### src/rtl/avg_speed_calc_pkg.sv
// Shared definitions for the trip average-speed block.
// Holds the controller state encoding, default scaling constants and the
// helper that derives the internal dividend/quotient width.
package avg_speed_calc_pkg;

  typedef enum logic [1:0] {
    IDLE   = 2'd0,
    LOAD   = 2'd1,
    DIVIDE = 2'd2,
    DONE   = 2'd3
  } state_t;

  localparam int DEF_WIDTH_DIST = 16;
  localparam int DEF_WIDTH_TIME = 13;
  localparam int DEF_WIDTH_OUT  = 12;
  localparam int DEF_SAT_MAX    = 999;
  localparam int DEF_CONST_SEC  = 3600;
  localparam int DEF_CONST_MIN  = 60;
  localparam int DEF_SEC_LIMIT  = 6000;

  // Width needed to hold distance * CONST_SEC without loss. CONST_SEC is the
  // larger of the two scale factors, so it bounds the dividend.
  function automatic int calc_wd(input int width_dist, input int const_sec);
    return width_dist + $clog2(const_sec + 1);
  endfunction

endpackage

### src/rtl/avg_speed_calc_if.sv
// Request/result bundle between the trip controller and avg_speed_calc.
// master: controller side (drives en/start/operands, reads results).
// slave : avg_speed_calc side.
// Signals:
//   en, start                   block enable and single-cycle request
//   trip_time_sec/min           trip time in seconds / minutes
//   trip_distance               trip distance
//   busy, valid                 computation in progress / fresh result level
//   avg_speed                   saturated average speed
//   overflow, div_zero          result flags of the last computation
interface avg_speed_calc_if
  import avg_speed_calc_pkg::*;
#(
  parameter int WIDTH_DIST = DEF_WIDTH_DIST,
  parameter int WIDTH_TIME = DEF_WIDTH_TIME,
  parameter int WIDTH_OUT  = DEF_WIDTH_OUT
) ();

  logic                  en;
  logic                  start;
  logic [WIDTH_TIME-1:0] trip_time_sec;
  logic [WIDTH_TIME-1:0] trip_time_min;
  logic [WIDTH_DIST-1:0] trip_distance;
  logic                  busy;
  logic [WIDTH_OUT-1:0]  avg_speed;
  logic                  valid;
  logic                  overflow;
  logic                  div_zero;

  modport master (
    output en, start, trip_time_sec, trip_time_min, trip_distance,
    input  busy, avg_speed, valid, overflow, div_zero
  );

  modport slave (
    input  en, start, trip_time_sec, trip_time_min, trip_distance,
    output busy, avg_speed, valid, overflow, div_zero
  );

endinterface

### src/rtl/avg_speed_calc_seq_restoring_div.sv
// Sequential restoring divider, one quotient bit per clock, MSB first.
// A load pulse captures dividend and divisor; WD clocks later the quotient
// and remainder registers hold the exact floor quotient and remainder.
// Ports:
//   clk, rst_n          clock, asynchronous active-low reset
//   load                capture operands and restart
//   dividend, divisor   WD-bit unsigned operands
//   done                high in the cycle whose closing edge retires the last
//                       quotient bit; results are final after that edge
//   quotient, remainder WD-bit results
// A zero divisor is not trapped here; callers screen it before loading.
module seq_restoring_div #(
  parameter int WD = 28
) (
  input  logic          clk,
  input  logic          rst_n,
  input  logic          load,
  input  logic [WD-1:0] dividend,
  input  logic [WD-1:0] divisor,
  output logic          done,
  output logic [WD-1:0] quotient,
  output logic [WD-1:0] remainder
);

  localparam int CW = (WD > 1) ? $clog2(WD) : 1;

  logic [WD-1:0] rem_q;
  logic [WD-1:0] quo_q;
  logic [WD-1:0] div_q;
  logic [CW-1:0] cnt_q;
  logic          run_q;

  // Partial remainder shifted left with the next dividend bit brought in.
  // The quotient register doubles as the dividend shift register.
  logic [WD:0] trial;
  logic [WD:0] diff;
  logic        fits;

  assign trial = {rem_q, quo_q[WD-1]};
  assign diff  = trial - {1'b0, div_q};
  assign fits  = (trial >= {1'b0, div_q});

  always_ff @(posedge clk or negedge rst_n) begin
    if (!rst_n) begin
      rem_q <= '0;
      quo_q <= '0;
      div_q <= '0;
      cnt_q <= '0;
      run_q <= 1'b0;
    end else if (load) begin
      rem_q <= '0;
      quo_q <= dividend;
      div_q <= divisor;
      cnt_q <= CW'(WD - 1);
      run_q <= 1'b1;
    end else if (run_q) begin
      rem_q <= fits ? diff[WD-1:0] : trial[WD-1:0];
      quo_q <= {quo_q[WD-2:0], fits};
      if (cnt_q == '0) begin
        run_q <= 1'b0;
      end else begin
        cnt_q <= cnt_q - 1'b1;
      end
    end
  end

  assign done      = run_q && (cnt_q == '0);
  assign quotient  = quo_q;
  assign remainder = rem_q;

endmodule

### src/rtl/avg_speed_calc.sv
// Trip average-speed calculator.
// On an accepted start it picks the seconds base when trip_time_sec is below
// SEC_LIMIT (finer resolution), else the minutes base, scales the distance,
// divides by the selected time with an internal restoring divider and
// presents the floor quotient saturated to SAT_MAX.
// Ports:
//   clk    system clock, rising edge
//   rst_n  asynchronous active-low reset
//   bus    avg_speed_calc_if slave: en/start/operands in, busy/avg_speed/
//          valid/overflow/div_zero out (all outputs registered)
module avg_speed_calc
  import avg_speed_calc_pkg::*;
#(
  parameter int WIDTH_DIST = DEF_WIDTH_DIST,
  parameter int WIDTH_TIME = DEF_WIDTH_TIME,
  parameter int WIDTH_OUT  = DEF_WIDTH_OUT,
  parameter int SAT_MAX    = DEF_SAT_MAX,
  parameter int CONST_SEC  = DEF_CONST_SEC,
  parameter int CONST_MIN  = DEF_CONST_MIN,
  parameter int SEC_LIMIT  = DEF_SEC_LIMIT
) (
  input logic             clk,
  input logic             rst_n,
  avg_speed_calc_if.slave bus
);

  localparam int          WD          = calc_wd(WIDTH_DIST, CONST_SEC);
  localparam logic [31:0] SEC_LIMIT_U = 32'(SEC_LIMIT);

  function automatic logic [WIDTH_OUT-1:0] sat_speed(input logic [WD-1:0] q);
    if (q > WD'(SAT_MAX)) begin
      return WIDTH_OUT'(SAT_MAX);
    end
    return q[WIDTH_OUT-1:0];
  endfunction

  function automatic logic exceeds_max(input logic [WD-1:0] q);
    return (q > WD'(SAT_MAX));
  endfunction

  state_t               state_q;
  logic                 busy_q;
  logic                 valid_q;
  logic [WIDTH_OUT-1:0] avg_q;
  logic                 ovf_q;
  logic                 dz_q;
  logic                 zero_q;

  logic [WD-1:0]        dividend_q;
  logic [WD-1:0]        divisor_q;

  logic                 accept;
  logic                 sel_sec;
  logic [WD-1:0]        dividend_nx;
  logic [WD-1:0]        divisor_nx;

  logic                 div_load;
  logic                 div_done;
  logic [WD-1:0]        quotient;
  logic [WD-1:0]        div_rem_unused;

  assign accept = bus.en && bus.start && (state_q == IDLE);

  // Operand selection, evaluated combinationally and captured at accept.
  assign sel_sec     = (32'(bus.trip_time_sec) < SEC_LIMIT_U);
  assign dividend_nx = WD'(bus.trip_distance) *
                       (sel_sec ? WD'(CONST_SEC) : WD'(CONST_MIN));
  assign divisor_nx  = sel_sec ? WD'(bus.trip_time_sec) : WD'(bus.trip_time_min);

  // Operands are held for the whole computation so input changes while
  // busy have no effect. They are data only and need no reset.
  always_ff @(posedge clk) begin
    if (accept) begin
      dividend_q <= dividend_nx;
      divisor_q  <= divisor_nx;
    end
  end

  assign div_load = (state_q == LOAD) && bus.en && (divisor_q != '0);

  seq_restoring_div #(
    .WD (WD)
  ) u_div (
    .clk       (clk),
    .rst_n     (rst_n),
    .load      (div_load),
    .dividend  (dividend_q),
    .divisor   (divisor_q),
    .done      (div_done),
    .quotient  (quotient),
    .remainder (div_rem_unused)
  );

  // Controller. After an en=0 abort the divider may still be stepping
  // through a stale operation; its done is only looked at in DIVIDE, and
  // the next LOAD restarts it, so the stale run is harmless.
  always_ff @(posedge clk or negedge rst_n) begin
    if (!rst_n) begin
      state_q <= IDLE;
      busy_q  <= 1'b0;
      valid_q <= 1'b0;
      avg_q   <= '0;
      ovf_q   <= 1'b0;
      dz_q    <= 1'b0;
      zero_q  <= 1'b0;
    end else if (!bus.en) begin
      state_q <= IDLE;
      busy_q  <= 1'b0;
      valid_q <= 1'b0;
    end else begin
      case (state_q)
        IDLE: begin
          if (accept) begin
            valid_q <= 1'b0;
            busy_q  <= 1'b1;
            state_q <= LOAD;
          end
        end
        LOAD: begin
          zero_q  <= (divisor_q == '0);
          state_q <= (divisor_q == '0) ? DONE : DIVIDE;
        end
        DIVIDE: begin
          if (div_done) begin
            state_q <= DONE;
          end
        end
        DONE: begin
          valid_q <= 1'b1;
          busy_q  <= 1'b0;
          state_q <= IDLE;
          if (zero_q) begin
            avg_q <= '0;
            dz_q  <= 1'b1;
            ovf_q <= 1'b0;
          end else begin
            avg_q <= sat_speed(quotient);
            ovf_q <= exceeds_max(quotient);
            dz_q  <= 1'b0;
          end
        end
        default: state_q <= IDLE;
      endcase
    end
  end

  assign bus.busy      = busy_q;
  assign bus.valid     = valid_q;
  assign bus.avg_speed = avg_q;
  assign bus.overflow  = ovf_q;
  assign bus.div_zero  = dz_q;

endmodule
### src/flat_wrapper.sv
// flat-port wrapper written by rule: the top's interface ports become plain ports
module avg_speed_calc_flat import avg_speed_calc_pkg::*;
#(
  parameter int WIDTH_DIST = DEF_WIDTH_DIST,
  parameter int WIDTH_TIME = DEF_WIDTH_TIME,
  parameter int WIDTH_OUT  = DEF_WIDTH_OUT,
  parameter int SAT_MAX    = DEF_SAT_MAX,
  parameter int CONST_SEC  = DEF_CONST_SEC,
  parameter int CONST_MIN  = DEF_CONST_MIN,
  parameter int SEC_LIMIT  = DEF_SEC_LIMIT
)
  (clk, rst_n, bus_en, bus_start, bus_trip_time_sec, bus_trip_time_min, bus_trip_distance, bus_busy, bus_avg_speed, bus_valid, bus_overflow, bus_div_zero);
  avg_speed_calc_if #(.WIDTH_DIST(WIDTH_DIST), .WIDTH_TIME(WIDTH_TIME), .WIDTH_OUT(WIDTH_OUT)) bus_i ();
  input logic clk;
  input logic rst_n;
  input wire logic [$bits(bus_i.en)-1:0] bus_en;
  input wire logic [$bits(bus_i.start)-1:0] bus_start;
  input wire logic [$bits(bus_i.trip_time_sec)-1:0] bus_trip_time_sec;
  input wire logic [$bits(bus_i.trip_time_min)-1:0] bus_trip_time_min;
  input wire logic [$bits(bus_i.trip_distance)-1:0] bus_trip_distance;
  output wire logic [$bits(bus_i.busy)-1:0] bus_busy;
  output wire logic [$bits(bus_i.avg_speed)-1:0] bus_avg_speed;
  output wire logic [$bits(bus_i.valid)-1:0] bus_valid;
  output wire logic [$bits(bus_i.overflow)-1:0] bus_overflow;
  output wire logic [$bits(bus_i.div_zero)-1:0] bus_div_zero;
  assign bus_i.en = bus_en;
  assign bus_i.start = bus_start;
  assign bus_i.trip_time_sec = bus_trip_time_sec;
  assign bus_i.trip_time_min = bus_trip_time_min;
  assign bus_i.trip_distance = bus_trip_distance;
  assign bus_busy = bus_i.busy;
  assign bus_avg_speed = bus_i.avg_speed;
  assign bus_valid = bus_i.valid;
  assign bus_overflow = bus_i.overflow;
  assign bus_div_zero = bus_i.div_zero;
  avg_speed_calc #(.WIDTH_DIST(WIDTH_DIST), .WIDTH_TIME(WIDTH_TIME), .WIDTH_OUT(WIDTH_OUT), .SAT_MAX(SAT_MAX), .CONST_SEC(CONST_SEC), .CONST_MIN(CONST_MIN), .SEC_LIMIT(SEC_LIMIT)) u_core (.clk(clk), .rst_n(rst_n), .bus(bus_i));
endmodule
### config.mk
export PLATFORM = sky130hd
export DESIGN_NAME = avg_speed_calc_flat
export DESIGN_NICKNAME = d
export VERILOG_FILES = /design/src/rtl/avg_speed_calc_pkg.sv /design/src/rtl/avg_speed_calc_if.sv /design/src/rtl/avg_speed_calc_seq_restoring_div.sv /design/src/rtl/avg_speed_calc.sv /design/src/flat_wrapper.sv
export SDC_FILE = /design/constraint.sdc
export NUM_CORES = 1
export LEC_CHECK = 0
export CORE_MARGIN = 2
export CORE_UTILIZATION = 27
export CTS_CLUSTER_SIZE = 14
export DETAILED_ROUTE_END_ITERATION = 16
export PLACE_DENSITY = 0.47
export SETUP_SLACK_MARGIN = 0.02
export SYNTH_ARGS = -nofsm -noshare
export SYNTH_HDL_FRONTEND = slang
export SYNTH_SLANG_ARGS = --single-unit
export TNS_END_PERCENT = 20
### constraint.sdc
create_clock -name clk -period 2.6 [get_ports clk]
set_input_delay 0.65 -clock clk [delete_from_list [all_inputs] [get_ports clk]]
set_output_delay 0.65 -clock clk [all_outputs]
set_load 0.01 [all_outputs]
After elaboration in Yosys (flattened, before gate mapping)
Index checks and enable logic that the tools add are counted.
{ "totals": {"output_inout_bits": 16, "latchBits": 0, "ramBits": 0, "register_bits": 165, "n_memories": 0, "inputBits": 46, "word_cells": 75, "mem_bits_ro": 0} }
{ "classes": {"add_sub_neg": 2, "n_mul": 1, "n_reduce_logical": 15, "eq_ne": 7, "muxes": 33, "div": 0, "n_bitwise": 0, "n_shift": 0, "order_cmp": 3} }
{ "op_table": {"columns": ["cell", "n"], "rows": [
  ["two-way mux 28 bit", 5],
  ["two-way mux 12 bit", 4],
  [">= comparator 29 x 28 -> 1 bit", 1],
  ["> comparator 28 x 10 -> 1 bit, second input constant", 1],
  ["zero test 28 bit", 1],
  ["multiplier 16 x 28 -> 28 bit", 1],
  ["nonzero test 28 bit", 1],
  ["subtractor 28 bit", 1],
  ["two-way mux 5 bit", 3],
  ["two-way mux 1 bit", 14],
  ["less-than comparator 13 bit, second input constant", 1],
  ["two-way mux 13 bit", 1],
  ["AND reduction 2 bit", 5],
  ["case mux 2 bit (4 select lines)", 1],
  ["two-way mux 2 bit", 3],
  ["!= test 3 x 2 -> 1 bit, second input constant", 2],
  ["logical AND 1 bit", 5],
  ["zero test 5 bit", 1],
  ["subtractor 5 x 1 -> 5 bit, second input constant", 1],
  ["== test 2 bit, second input constant", 2],
  ["case mux 1 bit (2 select lines)", 2],
  ["!= test 3 x 1 -> 1 bit, second input constant", 1],
  ["== test 2 x 1 -> 1 bit, second input constant", 1],
  ["zero test 2 bit", 1],
  ["2 further kinds", 2]
]} }

Logic depth before layout (Yosys ltp)
Gate-level depths: netlist (run 1).
{ "logic_depth": {"depth_word": 7, "mapped_depth": 25} }

Modules after synthesis
From an unflattened synthesis (run 1), not the netlist that was laid out.
{ "unflattened": {"hier_cells": 1286, "area_unflattened_um2": 11961.5} }
{ "modules_own_cells": {"columns": ["mod", "cells_per_inst", "area_per_inst_um2", "instances", "seq_area_each_um2"], "rows": [
  ["avg_speed_calc", 671, 6377.4, 1, 1646.6],
  ["seq_restoring_div", 615, 5584.1, 1, 2252.2]
]} }

Worst setup path before layout (run 1)
Ideal clock, no wire load.
{ "synth_path": {"path_type": "input port to flip-flop", "from": "in bus_trip_time_sec[4]", "to": "reg u_core.dividend_q[27], data pin", "path_slack_ps": -3667, "path_stages": 23, "arrival_ps": 6007, "path_cell_list": "a31oi_1 -> o21bai_1 -> and2_1 -> clkbuf_1 -> clkbuf_1 -> nand2_1 -> inv_1 -> fa_1 -> ha_1 -> fa_1 -> fa_1 -> inv_1 -> fa_1 -> inv_1 -> ha_1 -> and2_1 -> o21ai_0 -> o31ai_1 -> o41ai_2 -> nor3_1 -> or3_1 -> a21oi_1 -> xnor2_1"} }
{ "synth_between": {"elab_chain_len": 3} }
{ "synth_lines": {"columns": ["element", "line", "text"], "rows": [
  ["start: declaration", "flat_wrapper.sv:18", "input wire logic [$bits(bus_i.trip_time_sec)-1:0] bus_trip_time_sec;"],
  ["less-than comparator 13 bit", "avg_speed_calc.sv:65", "assign sel_sec = (32'(bus.trip_time_sec) < SEC_LIMIT_U);"],
  ["two-way mux 12 bit", "avg_speed_calc.sv:67", "(sel_sec ? WD'(CONST_SEC) : WD'(CONST_MIN));"],
  ["multiplier 16 x 28 -> 28 bit", "avg_speed_calc.sv:66", "assign dividend_nx = WD'(bus.trip_distance) *"],
  ["named net u_core.dividend_nx[27]", "avg_speed_calc.sv:54", "logic [WD-1:0] dividend_nx;"],
  ["end signal: assignment", "avg_speed_calc.sv:74", "dividend_q <= dividend_nx;"],
  ["end: declaration", "avg_speed_calc.sv:49", "logic [WD-1:0] dividend_q;"]
]} }
The timed path passes the listed nets, and every way through them passes these cells.
A chain may end at the register's enable or synchronous reset.

Worst setup path in the final report (run 1)
Ends and elaborated chain as after synthesis.

==> results of run 1 <==
==> how the worst max path moves through the flow <==
stage / cells past startpoint / slack (ns) / to
after floorplan: 25 / -3.07 / u_core.dividend_q[27]
after global placement: 25 / -3.77 / u_core.dividend_q[26]
after detailed placement: 25 / -3.86 / u_core.dividend_q[26]
after CTS: 25 / -2.90 / u_core.dividend_q[27]
after global routing: 28 / -2.99 / u_core.dividend_q[27]
final: 27 / -2.80 / u_core.dividend_q[27]
==> per-stage QoR <==
step | setup TNS [ns] | setup slack, ns | util [%] | area (µm²)
after floorplan | -52.15 | -3.067 | - | 10630
after global placement | -73.63 | -3.766 | 34.04 | 13090
after detailed placement | -75.53 | -3.858 | 34.04 | 13090
after CTS | -49.69 | -2.904 | 37.12 | 14280
after global routing | -56.25 | -2.993 | 37.71 | 14510
final | -48.32 | -2.796 | 37.71 | 14510
==> layer usage <==
metal / up-vias / share of wire, % / wire [µm] / global-route usage [%]
met5: - / 0 / 0 / 0
li1: 4208 / - / - / -
met4: 0 / 1.5 / 357 / 4.101
met2: 57 / 50 / 12100 / 21.89
met3: 17 / 1.5 / 364 / 1.705
met1: 3903 / 47 / 11190 / 15.31
==> area by class of cell <==
cell class | instances | area [µm²] | share of cell area [%]
inverters | 135 | 506.7 | 3.493
multi-input cells | 789 | 6902 | 47.57
repair buffers | 256 | 2247 | 15.49
flip-flops and latches | 133 | 3527 | 24.31
clock inverters | 14 | 247.7 | 1.708
clock buffers | 18 | 429.2 | 2.958
well taps | 518 | 648.1 | 4.467
==> layout by cell type, fill, tap and decap left out, types with 10 or more instances in the layout <==
| cell | netlist | routed |
|---|---|---|
| nor3_1 | 15 | 11 |
| edfxtp_1 | 39 | 39 |
| inv_2 | 0 | 13 |
| xor2_1 | 14 | 14 |
| dfrtp_1 | 94 | 93 |
| mux2i_1 | 29 | 29 |
| ha_4 | 0 | 20 |
| ha_1 | 123 | 96 |
| nor2_1 | 68 | 66 |
| xnor2_1 | 41 | 40 |
| a21oi_1 | 39 | 31 |
| buf_12 | 0 | 10 |
| inv_1 | 135 | 122 |
| buf_6 | 2 | 11 |
| o21ai_0 | 75 | 70 |
| clkdlybuf4s50_1 | 0 | 51 |
| nand2_1 | 149 | 137 |
| clkbuf_16 | 0 | 17 |
| fa_1 | 57 | 53 |
| buf_4 | 0 | 180 |
==> sequential cells by signal (all words and copies together) (netlist names), 2 cells and up <==
| name | cells |
|---|---|
| u_core.bus.avg_speed | 12 |
| u_core.u_div.remainder | 28 |
| u_core.divisor_q | 13 |
| u_core.state_q | 2 |
| u_core.u_div.div_q | 13 |
| u_core.dividend_q | 26 |
| u_core.u_div.quotient | 28 |
| u_core.u_div.cnt_q | 5 |
==> what timing repair did <==
| item | in CTS | in global routing |
|---|---|---|
| resized for setup | 98 | 47 |
| pin swaps | 45 | 51 |
| setup buffers | 19 | 5 |
| setup endpoints to repair | 46 | 51 |
| cloned | 1 | 0 |
==> power by group <==
group	internal (µW)	switching [µW]	total, µW
Combinational	5030	4640	9670
Sequential	3190	582	3780
Clock	1810	951	2760
==> cell families after synthesis <==
kind of cell	Yosys count	synth area share (%)
simple gates	320	14.38
compound gates	204	12.49
xor+xnor	55	4.594
mux	30	2.876
fa+ha+maj	180	25.56
flops	133	33.60
buf+inv	177	6.492
==> impl_results.md, run 1 <==
- # placed instances: about 1800
- Endpoint type of the worst setup path: register
- Async set or reset register ratio after synthesis: between 70% and 80%
- Violated checks: negative setup slack
- Core area: roughly 38000 µm²
- Cell depth of the worst flop-to-flop path: 11
- H-tree lvl count: 4
- Ranking of synthesized cells by area: dfrtp_1 22%, ha_1 15%, edfxtp_1 11%
- Net count of the finished layout: 1558
- Number of synthesized register bits: 133
- Worst path arrival time: 5.57 ns
- Num CTS Buffers: 17
- Global-route usage over all layers: about an eighth
- RSZ-0062 raised after global routing: true
- Library cells used by synthesis: 61
- Critical path fanouts, max: 4
- Number of optimization iterations in the first detailed-route pass: 4
- Clock period minus final worst setup slack: 5.396 ns
- Sum of net half-perimeters after detailed placement: 18400 µm
- Routed len/inst: 12.89 µm
- Area enclosed by the die boundary: between 40000 and 50000 µm²
- Boundary Pins: 62
- Count of clock tree sinks: 133
- Proportion of synthesized chip area in sequential cells: 33.60%
- Vertical die dimension: 201.1 µm
- Timing startpoint of the critical path: bus_trip_time_sec[4]
- Final worst clock skew: 0.007588 ns
- Clock tree from TritonCTS: built
- Final cell count without fillers: roughly 1900
- Global-route wire length before repair: 41010 µm
- Remaining DRCs: 0
- Top Family by Delay on Critical Path: adder cells
- Filler cell count: 3866
- Post-route antenna net violation count: 0
- Global-route congestion overflow total: 0
- Cell area after synthesis: 10490 µm²
- Count of buffers inserted at the top-level ports: 61
- Worst relative slew slack: 57.82%
- Final critical-path setup slack: -2.796 ns
- Power after layout: approximately 16000 µW
- Clock root buffer master: clkbuf_16
- Top-count cell post-synth: nand2_1
- Buf+Inv Stages, Crit Path: 8
- Ranking of synthesized cells by instance count: 149 x nand2_1, 135 x inv_1, 123 x ha_1, 94 x dfrtp_1, 75 x o21ai_0
- Clock slew at reported path FFs: 0.06 ns
- Post-Syn Area per Cell: roughly 9.5 µm²
- Post-cts hold buffer count: 0
- Effective utilization at floorplan: a little over a quarter
- Data required time at the worst endpoint: 2.77 ns
- Largest stage delay on the critical path: 0.52 ns
- Insertion delay to the later sink of the worst-skew pair: approximately 0.42 ns
- Post-Syn Instances: 1099
- Flip-flop cell with the highest count after synthesis: dfrtp_1
- Antenna cells: 0
- Final setup violation count: 29
- Last weighted congestion value of the routability-driven placer: 0.7817
- Number of antenna violations at the first check in global routing: 0
- Smallest hold slack: between 0.2 and 0.3 ns
- Largest net degree at the start of global routing: 95
- Worst setup path category: in -> reg
- Slowest CP cell: fa_1
- Area share of the leading cell type in the synthesized netlist: approximately 22%
- Outcome: complete, but fails checks
- Number of enable flip-flop cells after synthesis: 39
- End of the worst register-to-register path: u_core.u_div.remainder[24]
- Die Span X: 201.1 µm
- Highest clock rate: 185.3 MHz
- Vias in the first global route: 8380
- Type of origin of the critical path: input pin
- Vias per std cell: 4.393
- Total routed wirelength: 24010 µm
- Number of warning messages in the yosys log: 0
- Vias after detailed routing: 8185
- Peak supply drop: 557.1 µV
- Source of the worst register-to-register timing path: u_core.u_div.quotient[27]
- Placement row count: between 70 and 80
- Register-to-register setup slack: -0.19 ns
- Clock buffer depth: 2
- Layout overhead on the synthesized area: 38.37%
- Fraction of layout cells with a size suffix above 1: approximately a quarter
- Reported max-cap violation count: 0
- Slew at the pin closest to its max-slew limit: 0.6167 ns
- Worst hold-check path type: in -> async
- First-iteration detailed-routing DRC count: 290
- Final Hold Fails: 0
- Cell leakage power: 0.006837 µW
- Fin. max-slew vios: 0
- Final Cycle Share: 207.5%
- Cell type with the largest total area after synthesis: dfrtp_1
- Pwr/cell area: 1118 nW/µm²
- Net count after synthesis: 1325
Note: power is estimated with default switching activity, not from simulation.
==> run 2, diff against run 1 <==
CORE_UTILIZATION = 40   (was 27)
PLACE_DENSITY = 0.62   (was 0.47)
==> run 2 against run 1 <==
Against the previous run: the flow still finishes with violations (negative setup slack); power is 0.20% lower; combinational power increased by 5%; wire length shrank 1.6%; core utilization up 17 points; sequential cell count did not move; non-clock buffer count fell by 18; sequential share of layout area up 0.52 points; via count grew 0.54%; first-iteration DRC count grew 15%; critical path depth decreased by 1; fmax grew 3.2%; hold slack worse by 0.13 ns.
==> impl_results.md, run 2 (synthesis results as in run 1) <==
- Buf+Inv Stages, Crit Path: 8 (unchanged)
- Total routed wirelength: 23620 µm (was 24010 µm)
- Sum of net half-perimeters after detailed placement: 17380 µm (was 18400 µm)
- Final Cycle Share: 201.0% (was 207.5%)
- First-iteration detailed-routing DRC count: 334 (was 290)
- Remaining DRCs: 0 (unchanged)
- Most common library cell in the layout ignoring fill and taps: buf_4 (unchanged)
- Outcome: complete, but fails checks (unchanged)
- Fraction of layout cells with a size suffix above 1: 27.05% (was 26.54%)
- Final critical-path setup slack: -2.626 ns (was -2.796 ns)
- Routed len/inst: 14.21 µm (was 12.89 µm)
- Top Family by Delay on Critical Path: adder cells (unchanged)
- Cell leakage power: 0.006697 µW (was 0.006837 µW)
- Count of buffers inserted at the top-level ports: 61 (unchanged)
- Worst setup path category: in -> reg (unchanged)
- Slowest CP cell: fa_1 (unchanged)
- Final setup violation count: 29 (unchanged)
- Endpoint type of the worst setup path: register (unchanged)
- Global-route wire length before repair: 38810 µm (was 41010 µm)
- Vias in the first global route: 8203 (was 8380)
- Violated checks: negative setup slack (unchanged)
- Clock buffer depth: 2 (unchanged)
- Boundary Pins: 62 (unchanged)
- Last weighted congestion value of the routability-driven placer: 0.8240 (was 0.7817)
- Vertical die dimension: 165.9 µm (was 201.1 µm)
- Die Span X: 165.9 µm (was 201.1 µm)
- Area enclosed by the die boundary: 27520 µm² (was 40430 µm²)
- Num CTS Buffers: 17 (unchanged)
- Slew at the pin closest to its max-slew limit: 0.5385 ns (was 0.6167 ns)
- Count of clock tree sinks: 133 (unchanged)
- Insertion delay to the later sink of the worst-skew pair: 0.42 ns (about the same)
- Clock period minus final worst setup slack: 5.226 ns (was 5.396 ns)
- Effective utilization at floorplan: 40.47% (was 27.26%)
- Critical path fanouts, max: 6 (was 4)
- Global-route congestion overflow total: 0 (unchanged)
- Peak supply drop: 554.2 µV (was 557.1 µV)
- Worst path arrival time: 5.38 ns (was 5.57 ns)
- Type of origin of the critical path: input pin (unchanged)
- Antenna cells: 0 (unchanged)
- Vias after detailed routing: 8229 (was 8185)
- Cell depth of the worst flop-to-flop path: 11 (unchanged)
- Final worst clock skew: 0.009309 ns (was 0.007588 ns)
- Worst hold-check path type: in -> async (unchanged)
- Data required time at the worst endpoint: 2.76 ns (was 2.77 ns)
- Net count of the finished layout: 1540 (was 1558)
- Clock slew at reported path FFs: 0.06 ns (about the same)
- Fin. max-slew vios: 0 (unchanged)
- Vias per std cell: 4.951 (was 4.393)
- Layout overhead on the synthesized area: 35.47% (was 38.37%)
- Number of optimization iterations in the first detailed-route pass: 5 (was 4)
- Reported max-cap violation count: 0 (unchanged)
- Global-route usage over all layers: 16.87% (was 12.32%)
- # placed instances: 1610 (was 1808)
- Number of antenna violations at the first check in global routing: 0 (unchanged)
- Cell occurring most often along the worst timing path: ha_4
- Clock tree from TritonCTS: built (unchanged)
- Post-route antenna net violation count: 0 (unchanged)
- Largest net degree at the start of global routing: 75 (was 95)
- H-tree lvl count: 4 (unchanged)
- Placement Setup Slack: -3.814 ns (was -3.858 ns)
- Largest stage delay on the critical path: 0.53 ns (was 0.52 ns)
- Pwr/cell area: 1139 nW/µm² (was 1118 nW/µm²)
- Final TNS setup: -45.94 ns (was -48.32 ns)
- Final cell count without fillers: 1662 (was 1863)
- Highest clock rate: 191.3 MHz (was 185.3 MHz)
- Post-cts hold buffer count: 0 (unchanged)
- RSZ-0062 raised after global routing: true (unchanged)
- Worst relative slew slack: 64.10% (was 57.82%)
- Clock root buffer master: clkbuf_16 (unchanged)
- Critical Path Stages: 26 (was 27)
- Placement row count: 59 (was 72)
- Final Hold Fails: 0 (unchanged)
- Highest-count cells in the layout ignoring fill and taps: 161 x buf_4, 137 x nand2_1, 116 x inv_1 (was 180 x buf_4, 137 x nand2_1, 122 x inv_1)
- Core area: 25910 µm² (was 38470 µm²)
-- run 2: cell count changes in the layout (fill, tap and decap cells not counted), moves of 4 or more --
| cell | before | now |
|---|---|---|
| buf_4 | 180 | 161 |
| ha_4 | 20 | 29 |
| ha_1 | 96 | 89 |
| bufinv_16 | 6 | 0 |
| inv_1 | 122 | 116 |
| buf_8 | 1 | 6 |
| and3_4 | 6 | 2 |
| buf_12 | 10 | 6 |
| clkinv_2 | 0 | 4 |
| inv_2 | 13 | 17 |
-- run 2: stage by stage --
step                      total power [µW]  hold slack [ns]  instance area (µm²)  util [%]
final                                16180           0.1192                14200     54.82
after CTS                            15400           0.1118                13650     52.69
after floorplan                       9697           0.3544                10630         -
after global routing                 17630           0.1278                14200     54.82
after global placement               12380           0.4299                12710     49.07
after detailed placement             12590           0.4374                12710     49.07
-- run 2: path summary, 6_finish.rpt --
path / from / to / slack, ns
setup / recovery: bus_trip_time_sec[4] / u_core.dividend_q[19] / -2.63
hold / removal: rst_n / u_core.u_div.remainder[8] / 0.12
setup reg to reg: u_core.u_div.quotient[27] / u_core.u_div.remainder[12] / -0.16
hold reg to reg: u_core.dividend_q[4] / u_core.u_div.quotient[4] / 0.45
max in group asynchronous: rst_n / u_core.bus.avg_speed[10] / 1.79
min in group clk: u_core.dividend_q[4] / u_core.u_div.quotient[4] / 0.45
-- run 2: layout make-up --
class	count	area [µm²]
Tap cell	335	419.2
Multi-Input combinational cell	789	7129
Sequential cell	133	3527
Clock buffer	20	446.7
Inverter	135	516.7
Fill cell	2246	11710
Timing Repair Buffer	238	2083
Clock inverter	12	81.33
-- run 2: layer usage --
| layer | global-route usage [%] | vias to the layer above | part of all wire (%) |
|---|---|---|---|
| li1 | - | 4176 | - |
| met1 | 20.99 | 3944 | 45 |
| met2 | 30.74 | 80 | 52 |
| met3 | 2.002 | 29 | 1.3 |
| met4 | 4.953 | 0 | 1.7 |
| met5 | 0 | - | 0 |
-- run 2: timing repair --
item                       4_1_cts  5_1_grt
gates resized for setup        100       98
setup buffers                   10       11
gates cloned                     1        0
setup endpoints to repair       46       51
pin swaps                       52       58
-- run 2: power by group --
part	leakage, µW	internal (µW)	switching (µW)
clock	0.000254	1240	904
sequential	0.00151	3200	641
combinational	0.00494	5290	4910
==> edit: new RTL, config.mk and constraints of run 2 <==
Set the package constant `DEF_WIDTH_OUT` to 10 (it was 12).
--- a/src/rtl/avg_speed_calc_pkg.sv
+++ b/src/rtl/avg_speed_calc_pkg.sv
@@ -14,3 +14,3 @@
   localparam int DEF_WIDTH_TIME = 13;
-  localparam int DEF_WIDTH_OUT  = 12;
+  localparam int DEF_WIDTH_OUT  = 10;
   localparam int DEF_SAT_MAX    = 999;
Ports: changed (resized bus_avg_speed); port bits go from 62 to 60. No check against the original RTL was run, so the function may have changed too.
==> edit against run 2 <==
The run still ends with setup timing left; power decreased by 1.1%; area after synthesis grew 0.88%; sequential cell count shrank 2; routed wire length fell by 1.5%; critical endpoint is now u_core.dividend_q[27]$_DFFE_PP_; sequential power fell by 2%; final area is 1.8% lower; die area rose by 0.86%; core utilization decreased by 1.2 points; clock power increased by 9.3%; count of clock-buffer cells in the layout shrank 2; first-iteration DRC count up 21%; setup slack better by 2.4 ps; maximum frequency hardly changed.
==> edit: results (changes against run 2) <==
[outcome]
status=complete, but fails checks  ; unchanged
failed_checks=setup timing  ; unchanged

[final_layout]
final-seq-area_mm2=0.00348  ; was 0.00353 mm2
buffers=220  ; was 238
nClkBuffers=18  ; was 20
multi_input_area_share_pct=50.6  ; was 50.2%
num-nets-final=1540  ; unchanged
seq_cell_count=131  ; was 133
drive_gt1_share_pct=24.7  ; was 27.1%
area_delta_synth_final_pct=31.8  ; was 35.5%
inverters=136  ; was 135
multi_input_comb_cells=808  ; was 789
buffer_area_share_pct=13.6  ; was 14.7%
clk_share_pct=4.17  ; was 3.72%
nFillCells=2288  ; was 2246

[pwr]
power_leakage_nw=6.64  ; was 6.70 nW
power_switching_mw=6.50  ; was 6.46 mW
powerDensity_mw_per_mm2=1150  ; was 1140 mW/mm2
ir_worst_vdd_uv=558  ; was 554 uV

[worst_setup_path]
cp_max_fo=8  ; was 6
cpMaxStageDelayCell=fa_1  ; unchanged
r2r_cells=10  ; was 11
worstPathArrival_ps=5390  ; was 5380 ps
r2r_setup_slack_ps=70  ; was -160 ps
r2r-end=u_core.u_div.remainder[17]$_DFFE_PN0P_  ; was u_core.u_div.remainder[12]$_DFFE_PN0P_
r2r-start=u_core.u_div.div_q[11]$_DFFE_PN0P_  ; was u_core.u_div.quotient[27]$_DFFE_PN0P_

[global_routing]
grt_max_degree=88  ; was 75
track_usage_pct=17.1  ; was 16.9%
grt_pass1_wl_um=39600  ; was 38800 um
grt_pass1_vias=8493  ; was 8203

[yosys]
synthCells=1115  ; was 1099
ys_seq_area_share_pct=32.8  ; was 33.6%
ys_async_sr_fraction_pct=70.2  ; was 70.7%
synth_fp_nets=1341  ; was 1325
synth_cell_type_count=70  ; was 61
yosys-top-cells-area=dfrtp_1 22%, ha_1 15%, edfxtp_1 11%  ; unchanged

[clock_network]
cts_setup_buffers=12  ; was 10
cts-resized-gates=86  ; was 100

[timing]
final.setup.worst_slack_ps=-2620  ; was -2630 ps
setup_viol=23  ; was 29
tightest_slew_ps=540  ; was 538 ps
fin_tns_setup_ps=-48510  ; was -45940 ps
holdWs_ps=212  ; was 119 ps

[placed_design]
port_buffers=59  ; was 61
post_dp_cell_area_mm2=0.0127  ; about the same
place.gp.congestion=0.835  ; was 0.824
dp_hpwl_um=17500  ; was 17400 um
place_inst=1612  ; was 1610
pre_cts_ws_ps=-3700  ; was -3810 ps

[route]
drt_wl_total_um=23300  ; was 23600 um
drt-initial-drc-count=403  ; was 334

==> edit: cell types whose count changed after synthesis, moves of 4 or more <==
| cell | run 2 | this run |
|---|---|---|
| xnor2_1 | 41 | 32 |
| nor2_1 | 68 | 60 |
| a311oi_2 | 6 | 0 |
| and2_1 | 8 | 4 |
| a21oi_2 | 0 | 7 |
| o21bai_1 | 10 | 5 |
| nand4b_1 | 1 | 5 |
| a21oi_1 | 39 | 48 |
| o21ai_0 | 75 | 87 |
| a211oi_2 | 0 | 5 |
==> edit: cell families after synthesis <==
group           after synthesis  synth area share [%]
simple gates                319                  14.3
compound gates              227                  13.7
fa+ha+maj                   180                  25.3
buf+inv                     177                  6.80
flops                       131                  32.8
xor+xnor                     49                  4.06
mux                          32                  3.04
==> edit: layer usage <==
| layer | vias to the layer above | track usage, % | part of all wire, % |
|---|---|---|---|
| met5 | - | 0 | 0 |
| met4 | 0 | 4.76 | 1.3 |
| li1 | 4227 | - | - |
| met2 | 77 | 30.7 | 52 |
| met1 | 4001 | 21.5 | 46 |
| met3 | 27 | 2.52 | 1.6 |
==> edit: worst max-delay path by stage <==
stage | from | end | cells after the start
finish | bus_trip_time_sec[7] | u_core.dividend_q[27]$_DFFE_PP_ | 24
global route | bus_trip_time_sec[7] | u_core.dividend_q[27]$_DFFE_PP_ | 24
CTS | bus_trip_time_sec[4] | u_core.dividend_q[27]$_DFFE_PP_ | 24
detailed placement | bus_trip_time_sec[5] | u_core.dividend_q[27]$_DFFE_PP_ | 22
global placement | bus_trip_time_sec[6] | u_core.dividend_q[27]$_DFFE_PP_ | 22
floorplan | bus_trip_time_sec[6] | u_core.dividend_q[27]$_DFFE_PP_ | 24
